<file path="config.mk">
export PLATFORM = sky130hd
export DESIGN_NAME = main_control_fsm
export DESIGN_NICKNAME = d
export VERILOG_FILES = /design/src/rtl/main_control_fsm.sv
export SDC_FILE = /design/constraint.sdc
export NUM_CORES = 1
export LEC_CHECK = 0
export ABC_AREA = 1
export CAP_MARGIN = 0
export CORE_UTILIZATION = 45
export DETAILED_ROUTE_END_ITERATION = 10
export GPL_TIMING_DRIVEN = 0
export PLACE_DENSITY = 0.81
export SLEW_MARGIN = 20
export SYNTH_ARGS = -nofsm -noshare
export SYNTH_HDL_FRONTEND = slang
export SYNTH_SLANG_ARGS = --single-unit
export TNS_END_PERCENT = 10
</file>
<file path="constraint.sdc">
create_clock -name clock -period 1.25 [get_ports clock]
set_input_delay 0.1875 -clock clock [delete_from_list [all_inputs] [get_ports clock]]
set_output_delay 0.1875 -clock clock [all_outputs]
set_load 0.01 [all_outputs]
</file>
<file path="src/rtl/main_control_fsm.sv">
// Multicycle MIPS-style main control unit.
// A single state register walks each instruction through its phases. The
// datapath strobes are decoded combinationally from the current state, the
// latched opcode (op_q) and mem_ready. Every strobe is held at zero while
// reset_n is low.
module main_control_fsm (
   input  logic       clock,
   input  logic       reset_n,
   input  logic [5:0] opcode,
   input  logic       zero,
   input  logic       mem_ready,
   output logic [2:0] ALUOp,
   output logic       ALUSrc,
   output logic       IRWrite,
   output logic       PCWrite,
   output logic       PCWriteCond,
   output logic       MemRead,
   output logic       MemWrite,
   output logic       RegWrite,
   output logic       RegDst,
   output logic       MemtoReg,
   output logic       IorD,
   output logic       Jump,
   output logic [3:0] state,
   output logic       instr_done,
   output logic       illegal_op
);

   typedef enum logic [3:0] {
      FETCH   = 4'd0,
      DECODE  = 4'd1,
      MEMADR  = 4'd2,
      MEMRD   = 4'd3,
      MEMWB   = 4'd4,
      MEMWR   = 4'd5,
      RTYPEEX = 4'd6,
      RTYPEWB = 4'd7,
      BEQEX   = 4'd8,
      IMMEX   = 4'd9,
      IMMWB   = 4'd10,
      JEX     = 4'd11
   } state_t;

   localparam logic [5:0] OP_RTYPE = 6'b000000;
   localparam logic [5:0] OP_LW    = 6'b100011;
   localparam logic [5:0] OP_SW    = 6'b101011;
   localparam logic [5:0] OP_BEQ   = 6'b000100;
   localparam logic [5:0] OP_ADDI  = 6'b001000;
   localparam logic [5:0] OP_ANDI  = 6'b001100;
   localparam logic [5:0] OP_ORI   = 6'b001101;
   localparam logic [5:0] OP_SLTI  = 6'b001010;
   localparam logic [5:0] OP_J     = 6'b000010;

   localparam logic [2:0] ALU_ADD   = 3'b000;
   localparam logic [2:0] ALU_SUB   = 3'b001;
   localparam logic [2:0] ALU_FUNCT = 3'b010;
   localparam logic [2:0] ALU_AND   = 3'b011;
   localparam logic [2:0] ALU_OR    = 3'b100;
   localparam logic [2:0] ALU_SLT   = 3'b101;

   state_t     state_r;
   logic [5:0] op_q;

   // The zero flag is ANDed with PCWriteCond inside the datapath, so the
   // controller itself never needs to look at it.
   logic unused_zero_s;
   assign unused_zero_s = zero;

   // True for every opcode this controller knows how to sequence.
   function automatic logic is_supported(input logic [5:0] op);
      logic ok;
      case (op)
         OP_RTYPE, OP_LW, OP_SW, OP_BEQ, OP_ADDI,
         OP_ANDI, OP_ORI, OP_SLTI, OP_J: ok = 1'b1;
         default:                         ok = 1'b0;
      endcase
      return ok;
   endfunction

   // ALU operation for the immediate-arithmetic group, chosen by the latched opcode.
   function automatic logic [2:0] imm_alu_op(input logic [5:0] op);
      logic [2:0] alu;
      case (op)
         OP_ADDI: alu = ALU_ADD;
         OP_ANDI: alu = ALU_AND;
         OP_ORI:  alu = ALU_OR;
         OP_SLTI: alu = ALU_SLT;
         default: alu = ALU_ADD;
      endcase
      return alu;
   endfunction

   // State sequencing and opcode capture. Reset drops straight to FETCH.
   always_ff @(posedge clock or negedge reset_n) begin
      if (!reset_n) begin
         state_r <= FETCH;
         op_q    <= 6'b000000;
      end else begin
         case (state_r)
            FETCH: begin
               if (mem_ready) state_r <= DECODE;
               else           state_r <= FETCH;
            end
            DECODE: begin
               op_q <= opcode;
               case (opcode)
                  OP_LW, OP_SW:                       state_r <= MEMADR;
                  OP_RTYPE:                           state_r <= RTYPEEX;
                  OP_BEQ:                             state_r <= BEQEX;
                  OP_ADDI, OP_ANDI, OP_ORI, OP_SLTI:  state_r <= IMMEX;
                  OP_J:                               state_r <= JEX;
                  default:                            state_r <= FETCH;
               endcase
            end
            MEMADR: begin
               if (op_q == OP_LW)      state_r <= MEMRD;
               else if (op_q == OP_SW) state_r <= MEMWR;
               else                    state_r <= FETCH;
            end
            MEMRD: begin
               if (mem_ready) state_r <= MEMWB;
               else           state_r <= MEMRD;
            end
            MEMWR: begin
               if (mem_ready) state_r <= FETCH;
               else           state_r <= MEMWR;
            end
            RTYPEEX: state_r <= RTYPEWB;
            IMMEX:   state_r <= IMMWB;
            MEMWB, RTYPEWB, BEQEX, IMMWB, JEX: state_r <= FETCH;
            default: state_r <= FETCH;
         endcase
      end
   end

   // Strobe decode. Everything defaults to zero; reset_n low keeps it there.
   always_comb begin
      ALUOp       = ALU_ADD;
      ALUSrc      = 1'b0;
      IRWrite     = 1'b0;
      PCWrite     = 1'b0;
      PCWriteCond = 1'b0;
      MemRead     = 1'b0;
      MemWrite    = 1'b0;
      RegWrite    = 1'b0;
      RegDst      = 1'b0;
      MemtoReg    = 1'b0;
      IorD        = 1'b0;
      Jump        = 1'b0;
      instr_done  = 1'b0;
      illegal_op  = 1'b0;
      if (!reset_n) begin
         ALUOp = ALU_ADD;
      end else begin
         case (state_r)
            FETCH: begin
               MemRead = 1'b1;
               if (mem_ready) begin
                  IRWrite = 1'b1;
                  PCWrite = 1'b1;
               end else begin
                  IRWrite = 1'b0;
               end
            end
            DECODE: begin
               illegal_op = ~is_supported(opcode);
            end
            MEMADR: begin
               ALUOp  = ALU_ADD;
               ALUSrc = 1'b1;
            end
            MEMRD: begin
               MemRead = 1'b1;
               IorD    = 1'b1;
            end
            MEMWB: begin
               RegWrite   = 1'b1;
               MemtoReg   = 1'b1;
               instr_done = 1'b1;
            end
            MEMWR: begin
               MemWrite   = 1'b1;
               IorD       = 1'b1;
               instr_done = mem_ready;
            end
            RTYPEEX: begin
               ALUOp = ALU_FUNCT;
            end
            RTYPEWB: begin
               RegWrite   = 1'b1;
               RegDst     = 1'b1;
               instr_done = 1'b1;
            end
            BEQEX: begin
               ALUOp       = ALU_SUB;
               PCWriteCond = 1'b1;
               instr_done  = 1'b1;
            end
            IMMEX: begin
               ALUOp  = imm_alu_op(op_q);
               ALUSrc = 1'b1;
            end
            IMMWB: begin
               RegWrite   = 1'b1;
               instr_done = 1'b1;
            end
            JEX: begin
               PCWrite    = 1'b1;
               Jump       = 1'b1;
               instr_done = 1'b1;
            end
            default: begin
               ALUOp = ALU_ADD;
            end
         endcase
      end
   end

   assign state = state_r;

endmodule

</file>
==> reports/results.txt <==
status -> finished with violations
flop2flop setup slack -> -0.15 ns
Data arrival, critical path -> 1.46 ns
RePlAce Congestion -> 0.856
routed length per instance -> 13.6 µm
count leader, synth -> nand2_1
Fin. Hold Viols -> 0
chip width -> 46.3 µm
main combinational cell family by area after synthesis -> simple AND/OR/NAND/NOR gates
RSZ-0062 raised after global routing -> yes
CP Data Required Time -> 1.06 ns
combinational share of power -> 0.443
area leader, netlist -> dfrtp_1
I/O Pins -> 30
final wirelength -> 2990 µm
layout cells sized above 1 -> 0.428
Psw -> 601 µW
FFs w/ async S/R, synth -> 1.00
static leakage -> 0.000777 µW
Vias -> 1108
sequential share of the synthesized area -> 0.284
P per Cell Area -> 1060 mW/mm²
Tightest Pin Transition -> 0.488 ns
Clk Latency, worst-skew pair -> 0.27 ns
full die area -> 0.00214 mm²
total track usage -> 0.281
GRT overflow -> 0
Synth Flop Type -> dfrtp_1
Worst Slack Setup Final -> -0.394 ns
maximum vdd drop -> 0.610 mV
Min Hold Slack -> 0.435 ns
post-synthesis adder-cell area fraction -> 0
MaxCap Viol Count -> 0
Reg power frac -> 0.349
Yosys top cell area share -> 0.284
DRT iter0 DRCs -> 38
Post-Synth XOR/XNOR Area -> 0
Period minus WS final -> 1.64 ns
CTS Buf Count -> 3
Post-synth EDFFs -> 0
Vias/cell -> 5.06
post-route ant nets -> 0
mux cell area share after synthesis -> 0
Post-Synthesis Cells -> 146
top cells by area, synth -> dfrtp_1 28%, nand2_1 16%, nor2_1 11%
Worst setup EP type -> primary output
deepest clock path buffer count -> 2
total clock sinks -> 10
crit path max fanout -> 3
TritonRoute pass-1 iters -> 4
FILL cells -> 131
Synth Register Bits -> 10
Clk pwr share -> 0.208
placement row count -> 15
skew final -> 0.00231 ns
commonest cells in the netlist -> 38 x nand2_1, 26 x nor2_1, 21 x inv_1
Synth Area in Simple Gates -> 0.528
first-pass GRT wire length -> 4140 µm
synth warn -> 0
largest net degree at the start of global routing -> 11
Synth-to-Final Area Change -> 55.5%
Internal Power -> 847 µW
net count after synthesis -> 156
Sw Share -> 0.415
HP Class -> in -> async
initial antenna violation count -> 0
Reg clk slew, reported paths -> 0.07 ns
Max Clk Rate -> 608 MHz
ant diodes -> 0
post-synthesis instance area -> 882 µm²
max_slew headroom -> 0.674
vias in the first global route -> 965
Final setup viols -> 23
syn avg cell area -> 6.04 µm²
CP startpoint kind -> flop
die height -> 46.3 µm
Core Region -> 0.00178 mm²
H-tree depth -> 1
drc violations -> 0
Port Buffers -> 28
CTS root buf -> clkbuf_4
Final nets -> 205
Post-Place Worst Slack -> -1.26 ns
failing checks -> setup timing
WS Path Type -> reg -> out
post-synthesis compound-gate area fraction -> 0.0681
post-DP HPWL -> 1730 µm
fin. max-slew vios -> 0
CTS tree -> built
library cells used by synthesis -> 20
Initial Utilization -> 0.495
Total Neg Setup Slack -> -5.26 ns
final worst path period share -> 1.32
## worst paths after layout
check / startpoint / to / depth (start not counted)
max reg2reg: state[2] / state[1] / 8
max in group asynchronous: reset_n / state[0] / 2
min in group clock: op_q[5] / op_q[5] / 2
min: reset_n / op_q[2] / 2
min reg2reg: op_q[5] / op_q[5] / 2
max: state[0] / ALUOp[1] / 7
## per-layer routing
metal  GRT usage  part of all wire
met1       0.330              0.39
met2       0.487              0.53
met3      0.0588             0.059
met4       0.118             0.022
met5           0                 0
## registers in the layout, summed over array words and instances, names as in the netlist
name,flops
op_q,6
state,4
## stage by stage
| stage | area (µm²) | instances | total power (µW) | util |
|---|---|---|---|---|
| final | 1370 | 219 | 1450 | 0.769 |
| after global routing | 1370 | 219 | 1530 | 0.769 |
| after CTS | 1350 | 218 | 1400 | 0.756 |
| after detailed placement | 1200 | 199 | 1010 | 0.674 |
| after global placement | 1200 | 199 | 987 | 0.674 |
| after floorplan | 890 | 146 | 826 | - |
## worst max-delay path: stages (launching register included)
cell     delay (ns)
dfrtp_2        0.43
buf_6          0.14
nor2_4         0.13
nand2_4        0.08
nand2_2        0.09
nand2_2        0.06
a21oi_2        0.10
buf_2          0.14
## final cells by class
cell class / instances / area [µm²] / area share
plain buffers: 1 / 7.51 / 0.00547
flip-flops and latches: 10 / 253 / 0.184
clock buffers: 4 / 36.3 / 0.0265
repair buffers: 44 / 327 / 0.238
inverters: 25 / 108 / 0.0785
multi-input cells: 110 / 609 / 0.444
well taps: 25 / 31.3 / 0.0228
## cells in the final DEF (no fill, tap or decap)
cell and instances:
and3_1 1, dfrtp_2 2, nor2_4 4, clkinv_4 1, inv_4 1, nand2_8 1
clkbuf_2 1, nor3_2 3, buf_2 17, buf_6 4, inv_2 6, clkbuf_4 3
dlygate4sd3_1 1, nor2_1 21, nand3_2 2, o21ai_0 3, dlygate4sd2_1 2, o21ai_1 3
nand4_1 2, buf_4 12, nand3_1 13, nor2_2 6, nand2_2 8, a21oi_2 4
dfrtp_1 8, inv_6 1, clkinv_2 1, nand2_4 4, a21oi_1 2, nand2_1 33
inv_1 15, clkbuf_8 1, clkdlybuf4s50_1 7, clkdlybuf4s15_2 1
## power by group through the flow
stage / Combinational, µW / Sequential, µW / Clock, µW
2_1_floorplan: 330 / 497 / 0
3_3_place_gp: 482 / 505 / 0
3_5_place_dp: 499 / 509 / 0
4_1_cts: 607 / 499 / 296
5_1_grt: 698 / 514 / 323
6_report: 642 / 505 / 301
## kinds of logic (layout without fill, tap and decap cells)
family	Yosys count	count (layout)
compound gates	12	12
buf+inv	26	74
flops	10	10
simple gates	98	98
## what timing repair did
action,in CTS,in global routing
endpoints found under the setup margin,20,26
hold endpoints to repair,10,0
setup buffers,14,1
pin swaps,15,6
hold buffers,1,0
gates resized for setup,102,10
Power figures use the tool's default switching activity.
==> variant, RTL diff (same settings) <==
Make the reset (`reset_n`) synchronous in one clocked block.
--- a/src/rtl/main_control_fsm.sv
+++ b/src/rtl/main_control_fsm.sv
@@ -91,7 +91,7 @@
    endfunction
 
    // State sequencing and opcode capture. Reset drops straight to FETCH.
-   always_ff @(posedge clock or negedge reset_n) begin
+   always_ff @(posedge clock) begin
       if (!reset_n) begin
          state_r <= FETCH;
          op_q    <= 6'b000000;
Formal check against the unedited RTL: differs if reset_n is asserted again (counterexample within 4 cycles, from zero or initial values and one cycle with reset_n low); with reset_n held inactive, the same outputs for 10 cycles.
==> variant against the original RTL <==
The run still ends with negative setup slack left; cell count decreased by 3.2%; worst setup slack improved by 0.0079 ns; synthesized area shrank 8.2%; sequential cell count did not move; register-to-register slack better by 0.06 ns; first-iteration DRC count increased by 5.3%; critical path depth shrank 2; count of clock-buffer cells in the layout stayed put; routed wire length is 1.3% higher; design area decreased by 5.7%.
Power is not compared: it rests on default switching activity, and its combinational part moved more than twofold at a synthesized area within 25%.
==> variant: results (changes against the original RTL) <==
* Hpwl dp at 1730 um (-0.19%)
* GPL Wtd Cong at 0.844 (-1.4%)
* Setup TNS at -4.32 ns (+0.935 ns)
* Nets at 199 (-2.9%)
* Failing checks: negative setup slack
* Post-synthesis instance total at 142 (-2.7%)
* Slowest stage delay, CP at 0.37 ns (-0.06 ns)
* Total Routing Usage GR at 28.4% (+0.33 points)
* Fillers at 114 (-13%)
* 1st-iter DRT viols at 40 (+5.3%)
* Min-Delay Path Class: reg -> reg
* Post-CTS setup buffer count at 10 (-4)
* # setup viols final at 18 (-22%)
* First-pass GRT wire length at 4120 um (-0.51%)
* Vias/cell at 5.44 (+7.5%)
* Worst slew pin tran at 0.364 ns (-0.124 ns)
* Dominant cells by area after synthesis: dfxtp_1 25%, nand2_1 15%, nor2_1 11%, inv_1 9.3%, nand3_1 7.4%
* Post-DP Area at 0.00112 mm^2 (-6.4%)
* Routed WL per cell at 14.3 um (+4.6%)
* Status: finished, violations left
* Number of global-route vias before repair at 1016 (+5.3%)
* Synth unique cells at 21 (+5.0%)
* Net Count, Synth at 152 (-2.6%)
* Setup ws final at -0.386 ns (+0.00788 ns)
* DP Cell Count at 194 (-2.5%)
* Post-cts repair resize count at 90 (-12%)
* Layout cell share with drive strength beyond 1 at 32.4% (-10 points)
* Worst clock skew at 0.00300 ns (+0.000691 ns)
* Pre-CTS setup slack at -0.848 ns (+0.407 ns)
* Async set-reset flop share out of synthesis at 0% (-100 points)
-- variant: changes by cell type in the layout (fill, tap and decap cells not counted), moves of 4 or more --
cell and delta:
dfrtp_1 -8, nand2_2 -6, dfxtp_4 +4, a21oi_1 +8, dfxtp_1 +6, a21oi_2 -4, nand2_4 -4
-- variant: area by class of cell --
| cell class | instances | area [um^2] | share of cell area [%] |
|---|---|---|---|
| clock buffer | 4 | 36.3 | 2.81 |
| inverter | 25 | 104 | 8.03 |
| buffer | 2 | 15.0 | 1.16 |
| sequential | 10 | 215 | 16.7 |
| multi-input combinational | 105 | 567 | 43.9 |
| timing repair buffer | 42 | 325 | 25.2 |
| tap | 24 | 30.0 | 2.32 |
-- variant: routing by layer --
layer,global-route usage (%),part of all wire [%],up-vias
met1,34.3,40,517
met4,15.2,4.4,0
met2,49.4,48,65
li1,-,-,556
met5,0,0,-
met3,2.45,6.8,15
-- variant: final timing paths --
| path | start | endpoint | slack, ns | cells after the start |
|---|---|---|---|---|
| setup reg to reg | state[0] | state[2] | -0.09 | 8 |
| hold reg to reg | op_q[2] | op_q[2] | 0.53 | 2 |
| setup / recovery | state[1] | RegWrite | -0.39 | 5 |
| hold / removal | op_q[2] | op_q[2] | 0.53 | 2 |
-- variant: power by group through the flow --
stage               Clock [W]  Sequential (W)  Combinational, W
floorplan                   0        0.000359         0.0000929
global placement            0        0.000361          0.000165
detailed placement          0        0.000362          0.000170
CTS                  0.000305        0.000351          0.000193
global route         0.000322        0.000352          0.000241
finish               0.000306        0.000350          0.000221
-- variant: kinds of logic (layout without fill, tap and decap cells) --
group           after synthesis  in the layout  synth area share (%)
simple gates                 82             82                  47.3
compound gates               23             23                  15.1
flops                        10             10                  24.7
buf+inv                      27             73                  12.8
